### config.mk
export PLATFORM = sky130hd
export DESIGN_NAME = led_matrix_scanner
export DESIGN_NICKNAME = d
export VERILOG_FILES = /design/src/rtl/led_matrix_scanner.sv
export SDC_FILE = /design/constraint.sdc
export NUM_CORES = 1
export LEC_CHECK = 0
export ABC_AREA = 1
export BUFFER_PORTS_ARGS = -buffer_cell sky130_fd_sc_hd__buf_2
export CORE_ASPECT_RATIO = 0.5
export CORE_MARGIN = 2
export CORE_UTILIZATION = 49
export DETAILED_ROUTE_END_ITERATION = 8
export PLACE_DENSITY = 0.76
export SLEW_MARGIN = 10
export SYNTH_ARGS = -nofsm -noshare
export SYNTH_HDL_FRONTEND = slang
export SYNTH_SLANG_ARGS = --single-unit
### constraint.sdc
create_clock -name clk -period 2.6 [get_ports clk]
set_clock_uncertainty 0.1 [all_clocks]
set_input_delay 0 -clock clk [delete_from_list [all_inputs] [get_ports clk]]
set_output_delay 0 -clock clk [all_outputs]
set_load 0.02 [all_outputs]
### src/rtl/led_matrix_scanner.sv
// led_matrix_scanner
//
// Row-multiplexing driver for an 8x8 LED matrix. Once per frame, the
// 64-bit line display is copied into a shadow buffer. The copy is made
// while row 0 is blanked, so a frame that is being shown is never
// torn. Each row is then blanked for BLANK_CYCLES and driven for
// DWELL_CYCLES, from the bottom row (0) to the top row (7).
//
// State table:
//   state    | meaning
//   ---------+------------------------------------------------------------
//   ST_BLANK | all row/column pins inactive; on the last cycle of row 0
//            | the shadow buffer is loaded
//   ST_DRIVE | row rowIdx selected, columns show shadow[rowIdx]
//
// Ports:
//   clk        in   system clock, rising edge
//   rstBtn     in   synchronous active-high reset
//   frameIn    in   packed display; row r = frameIn[8r+7:8r], bit 7 = leftmost
//   rowSel     out  row select, one row active during DRIVE (polarity param)
//   colData    out  column drive for the selected row (polarity param)
//   rowIdx     out  row currently being blanked or driven
//   frameStart out  one-cycle pulse on the first DRIVE cycle of row 0
//
// Every output is decoded from registers only. frameIn reaches only
// the shadow buffer.

module led_matrix_scanner #(
    parameter int DWELL_CYCLES   = 1000,
    parameter int BLANK_CYCLES   = 16,
    parameter bit ROW_ACTIVE_LOW = 1'b1,
    parameter bit COL_ACTIVE_LOW = 1'b0
) (
    input  logic        clk,
    input  logic        rstBtn,
    input  logic [63:0] frameIn,
    output logic [7:0]  rowSel,
    output logic [7:0]  colData,
    output logic [2:0]  rowIdx,
    output logic        frameStart
);

    localparam int CNT_MAX = (DWELL_CYCLES > BLANK_CYCLES) ? DWELL_CYCLES : BLANK_CYCLES;
    localparam int CNT_W   = (CNT_MAX > 1) ? $clog2(CNT_MAX) : 1;
    localparam logic [CNT_W-1:0] BLANK_LAST = CNT_W'(BLANK_CYCLES - 1);
    localparam logic [CNT_W-1:0] DWELL_LAST = CNT_W'(DWELL_CYCLES - 1);

    typedef enum logic {
        ST_BLANK = 1'b0,
        ST_DRIVE = 1'b1
    } state_t;

    state_t           state, state_n;
    logic [CNT_W-1:0] cnt, cnt_n;
    logic [2:0]       row_n;
    logic             frame_start_n;
    logic             shadow_load;
    logic [7:0]       shadow [8];

    always_ff @(posedge clk) begin
        if (rstBtn) begin
            state      <= ST_BLANK;
            cnt        <= '0;
            rowIdx     <= 3'd0;
            frameStart <= 1'b0;
            for (int r = 0; r < 8; r++) begin
                shadow[r] <= 8'h00;
            end
        end else begin
            state      <= state_n;
            cnt        <= cnt_n;
            rowIdx     <= row_n;
            frameStart <= frame_start_n;
            if (shadow_load) begin
                for (int r = 0; r < 8; r++) begin
                    shadow[r] <= frameIn[8*r +: 8];
                end
            end
        end
    end

    always_comb begin
        state_n       = state;
        cnt_n         = cnt + 1'b1;
        row_n         = rowIdx;
        shadow_load   = 1'b0;
        frame_start_n = 1'b0;
        case (state)
            ST_BLANK: begin
                if (cnt == BLANK_LAST) begin
                    state_n = ST_DRIVE;
                    cnt_n   = '0;
                    // The shadow buffer is loaded only while row 0 is blanked.
                    // The matrix is dark at that moment, so a frame is never
                    // shown as a mix of old and new rows.
                    if (rowIdx == 3'd0) begin
                        shadow_load   = 1'b1;
                        frame_start_n = 1'b1;
                    end
                end
            end
            ST_DRIVE: begin
                if (cnt == DWELL_LAST) begin
                    state_n = ST_BLANK;
                    cnt_n   = '0;
                    row_n   = rowIdx + 3'd1;
                end
            end
            default: begin
                state_n = ST_BLANK;
                cnt_n   = '0;
            end
        endcase
    end

    logic [7:0] row_onehot;
    logic [7:0] col_lit;

    always_comb begin
        row_onehot = 8'h00;
        col_lit    = 8'h00;
        if (state == ST_DRIVE) begin
            row_onehot = 8'd1 << rowIdx;
            col_lit    = shadow[rowIdx];
        end
    end

    assign rowSel  = ROW_ACTIVE_LOW ? ~row_onehot : row_onehot;
    assign colData = COL_ACTIVE_LOW ? ~col_lit    : col_lit;

endmodule

==> implementation parameters <==
Parameter                              Value

Synthesis
  Count of state elements after synthesis    82
  Largest cells by area after synthesis    sky130_fd_sc_hd__edfxtp_1, sky130_fd_sc_hd__nor2_1, sky130_fd_sc_hd__inv_1
  Fraction of the mapped netlist area in compound gates    3.041%
  Library cell with the largest summed area after synthesis    sky130_fd_sc_hd__edfxtp_1
  Simple-gate portion of the synthesized area    27.34%
  YS warnings    0
  Count of mapped cells out of synthesis    497
  Sequential fraction of the synthesis area    55.47%
  Multiplexer area fraction after synthesis    0%
  Number of synthesized flops with an enable pin    64
  Synth top area share    46.72%
  Post-synthesis async set-or-reset flop share    0%
  Net Count, Synth    570
  Most frequent cells after synthesis    sky130_fd_sc_hd__nor2_1, sky130_fd_sc_hd__inv_1, sky130_fd_sc_hd__edfxtp_1
  Most frequently used cell type in the post-synthesis netlist    sky130_fd_sc_hd__nor2_1
  Parity-gate share of the synthesized area counting xor and xnor cells    0.6387%
  Cell area after synthesis    0.004114 sq mm
  Most common flop cell mapped by yosys    sky130_fd_sc_hd__edfxtp_1
  Number of distinct library cells after synthesis    23
  Avg Inst Size Synth    8.278 sq um
  Adder-cell share of the synthesized area    2.129%
  Combinational family with the most area after synthesis    simple AND/OR/NAND/NOR gates

Clock tree
  Clock network latency to the later pin of the worst-skew pair    340 ps
  Number of instances resized during post-cts repair    0
  Buffers inserted by post-CTS timing repair    0
  TritonCTS clock tree    done
  Clock sink count    82
  H-tree depth    3
  Clock-pin slew of the registers on the worst-case setup and hold paths    60 ps
  Maximum clock insertion buffer count    2
  Root Buffer Master    sky130_fd_sc_hd__clkbuf_16
  Number of buffers created by CTS    9

Cells and area
  Final antenna diode count    0
  Post-route insts no fill    759
  Nets@finish    715
  Final standard cell utilization of the core    68.99%
  Layout cell share with drive strength beyond 1    18.39%
  Final std cell area, no fill    0.005579 sq mm
  Number of fill cells    572
  Layout-stage area growth over the synthesis result    35.61%

Routing
  Remaining antenna violation count    0
  Vias    3,644
  Number of DRC markers in iteration 0    394
  Total met3 wirelength after detailed routing    821 um
  Detailed-route vias per instance    4.801
  Detailed-route wire length per cell    13.54 um
  Number of iterations in the first detailed-routing pass    6
  Highest routed metal layer    met4
  Final routed DRC violation total    0
  Post-route met1 wirelength    4243 um
  Amount of wire on met2 after detailed routing    4959 um
  Detailed Route WL    10,280 um

Floorplan
  Die area    0.009189 sq mm
  Area inside the core boundary    0.008087 sq mm
  Number of rows in the core area    23
  Number of top-level pins    86
  Overall die width    133.6 um
  Die height    68.79 um
  Initial Util    50.87%

Pwr
  Reg power frac    50.1%
  Switching pwr    623.5 uW
  Combinational share of power    7.7%
  Leakage power of the design    2.619 nW
  Internal power component    2.323 mW
  Switching power share of the total    21.16%
  Clock group share of total power    42.2%
  Total power density per cell area    528.1 mW/mm^2
  Maximum VDD drop    0.3533 mV

Worst setup path
  Ordered cell list for the critical path    inv_1, nor2_1, o21ai_0, nand2_1, nor2_1, nor2_1, buf_2
  Worst reg-to-reg path cell count    7
  Cell repeated most along the worst path    sky130_fd_sc_hd__nor2_1
  Worst-case register-to-register setup slack    650 ps
  Startpoint type of the worst setup path    register
  Endpoint of the worst register-to-register path    shadow[5][1]
  Data required time at the worst endpoint    2500 ps
  Crit path max-delay cell type    sky130_fd_sc_hd__dfxtp_1
  Arrival time reported for the critical path endpoint    2260 ps
  Path type of the worst setup path    reg2out
  Critical path's largest stage delay    670 ps
  Sort of element at the end of the critical path    output port
  Max FO, Critical Path    17
  Source of the worst register-to-register timing path    rowIdx[0]

Timing
  Hold slack final    353.6 ps
  Unrepaired setup endpoints after global routing    no
  Fin. Hold Viols    0
  Slew at the pin closest to its max-slew limit    679.2 ps
  Min Clock Period, post-route    2359 ps
  Period utilization    90.75%
  Final-report setup violation count    0
  Max-slew violation count    0
  Fmax achieved    0.4238 GHz
  Setup TNS after final layout    0 ps
  Normalized max-slew margin    54.66%

Run
  Max Cap Violations    0

GRT
  Global-route wire length before repair    16,000 um
  Overall Global Routing Usage    23.75%
  Largest net degree at the start of global routing    65
  Initial antenna violation count    0
  Gr ovfl total    0
  Via count of the first global-routing pass    3,338

Min path
  Hold path start    cnt[0]
  Hold Path Depth    1
  Hold endpoint    cnt[0]
  Worst hold path type    reg2reg

Placement
  Placed Instance Area    0.004641 sq mm
  HPWL Detailed    6053 um
  Final weighted congestion in routability-driven placement    0.9102
  Port-buffer cells    85
  Post-Place Cells    678

Run status
  Result of the run    complete, no violations
worst max-delay path: cells and delay by family, from the launching register on:
kind	cells	cell delay [ps]
flops	1	670
buf+inv	2	590
simple gates	4	520
compound gates	1	130
per-stage QoR:
step | setup WS [ps] | total power, mW
CTS | 369.6 | 2.949
floorplan | 330.6 | 1.568
detailed placement | 680.8 | 1.644
global route | 55.16 | 3.038
finish | 240.5 | 2.946
global placement | 711.2 | 1.643
how the worst max path moves through the flow:
stage | depth (start not counted) | startpoint | slack [ps] | endpoint
3_3_place_gp | 7 | rowIdx[0] | 710 | shadow[0][4]
5_1_grt | 7 | register | 60 | colData[5]
4_1_cts | 7 | register | 370 | colData[7]
2_1_floorplan | 6 | rowIdx[0] | 330 | shadow[0][0]
3_5_place_dp | 7 | rowIdx[0] | 680 | shadow[2][0]
6_report | 7 | register | 240 | colData[5]
flip-flops by register name (all words and copies together) (netlist names), named ones only:
| signal | flops |
|---|---|
| cnt | 10 |
| frameStart | 1 |
| rowIdx | 3 |
| shadow | 64 |
| state | 1 |
cells in the final DEF, fill, tap and decap left out, types with 9 or more instances in the layout:
cell / synthesis / final
sky130_fd_sc_hd__nor2_1: 157 / 157
sky130_fd_sc_hd__inv_1: 97 / 97
sky130_fd_sc_hd__buf_2: 5 / 85
sky130_fd_sc_hd__dlygate4sd3_1: 0 / 65
sky130_fd_sc_hd__edfxtp_1: 64 / 64
sky130_fd_sc_hd__nand2_1: 61 / 60
sky130_fd_sc_hd__o21ai_0: 24 / 24
sky130_fd_sc_hd__nand3_1: 24 / 24
sky130_fd_sc_hd__dfxtp_1: 18 / 18
sky130_fd_sc_hd__nor2_4: 10 / 10
sky130_fd_sc_hd__clkbuf_16: 0 / 9
per-layer routing:
layer | vias up | GRT usage, %
met5 | - | 0
met4 | 0 | 9.043
met3 | 30 | 7.675
met2 | 152 | 41.75
met1 | 1662 | 28.17
li1 | 1800 | -
kinds of logic (layout without fill, tap and decap cells):
group	count (synthesis)	after routing
simple gates	262	262
buf+inv	118	268
flops	82	82
compound gates	25	25
fa+ha+maj	7	7
xor+xnor	3	3
power groups by stage:
| stage | clock (mW) | sequential, mW | combinational, mW |
|---|---|---|---|
| 2_1_floorplan | 0 | 1.50 | 0.0725 |
| 3_3_place_gp | 0 | 1.50 | 0.142 |
| 3_5_place_dp | 0 | 1.50 | 0.143 |
| 4_1_cts | 1.26 | 1.47 | 0.219 |
| 5_1_grt | 1.31 | 1.48 | 0.251 |
| 6_report | 1.24 | 1.48 | 0.228 |
area by class of cell:
type                            instances  area, sq um  share of cell area [%]
Inverter                               97        364.1                   6.526
Tap cell                              112        140.1                   2.512
Multi-Input combinational cell        297         1366                   24.49
Timing Repair Buffer                  155         1139                   20.41
Clock buffer                           11        232.7                   4.171
Sequential cell                        82         2282                   40.91
Clock inverter                          5        55.05                  0.9868
timing repair:
action / 4_1_cts / 5_1_grt
endpoints found under the hold margin: 67 / 0
hold buffers: 65 / 0
endpoints found under the setup margin: 0 / 0
Note: power is estimated with default switching activity, not from simulation.
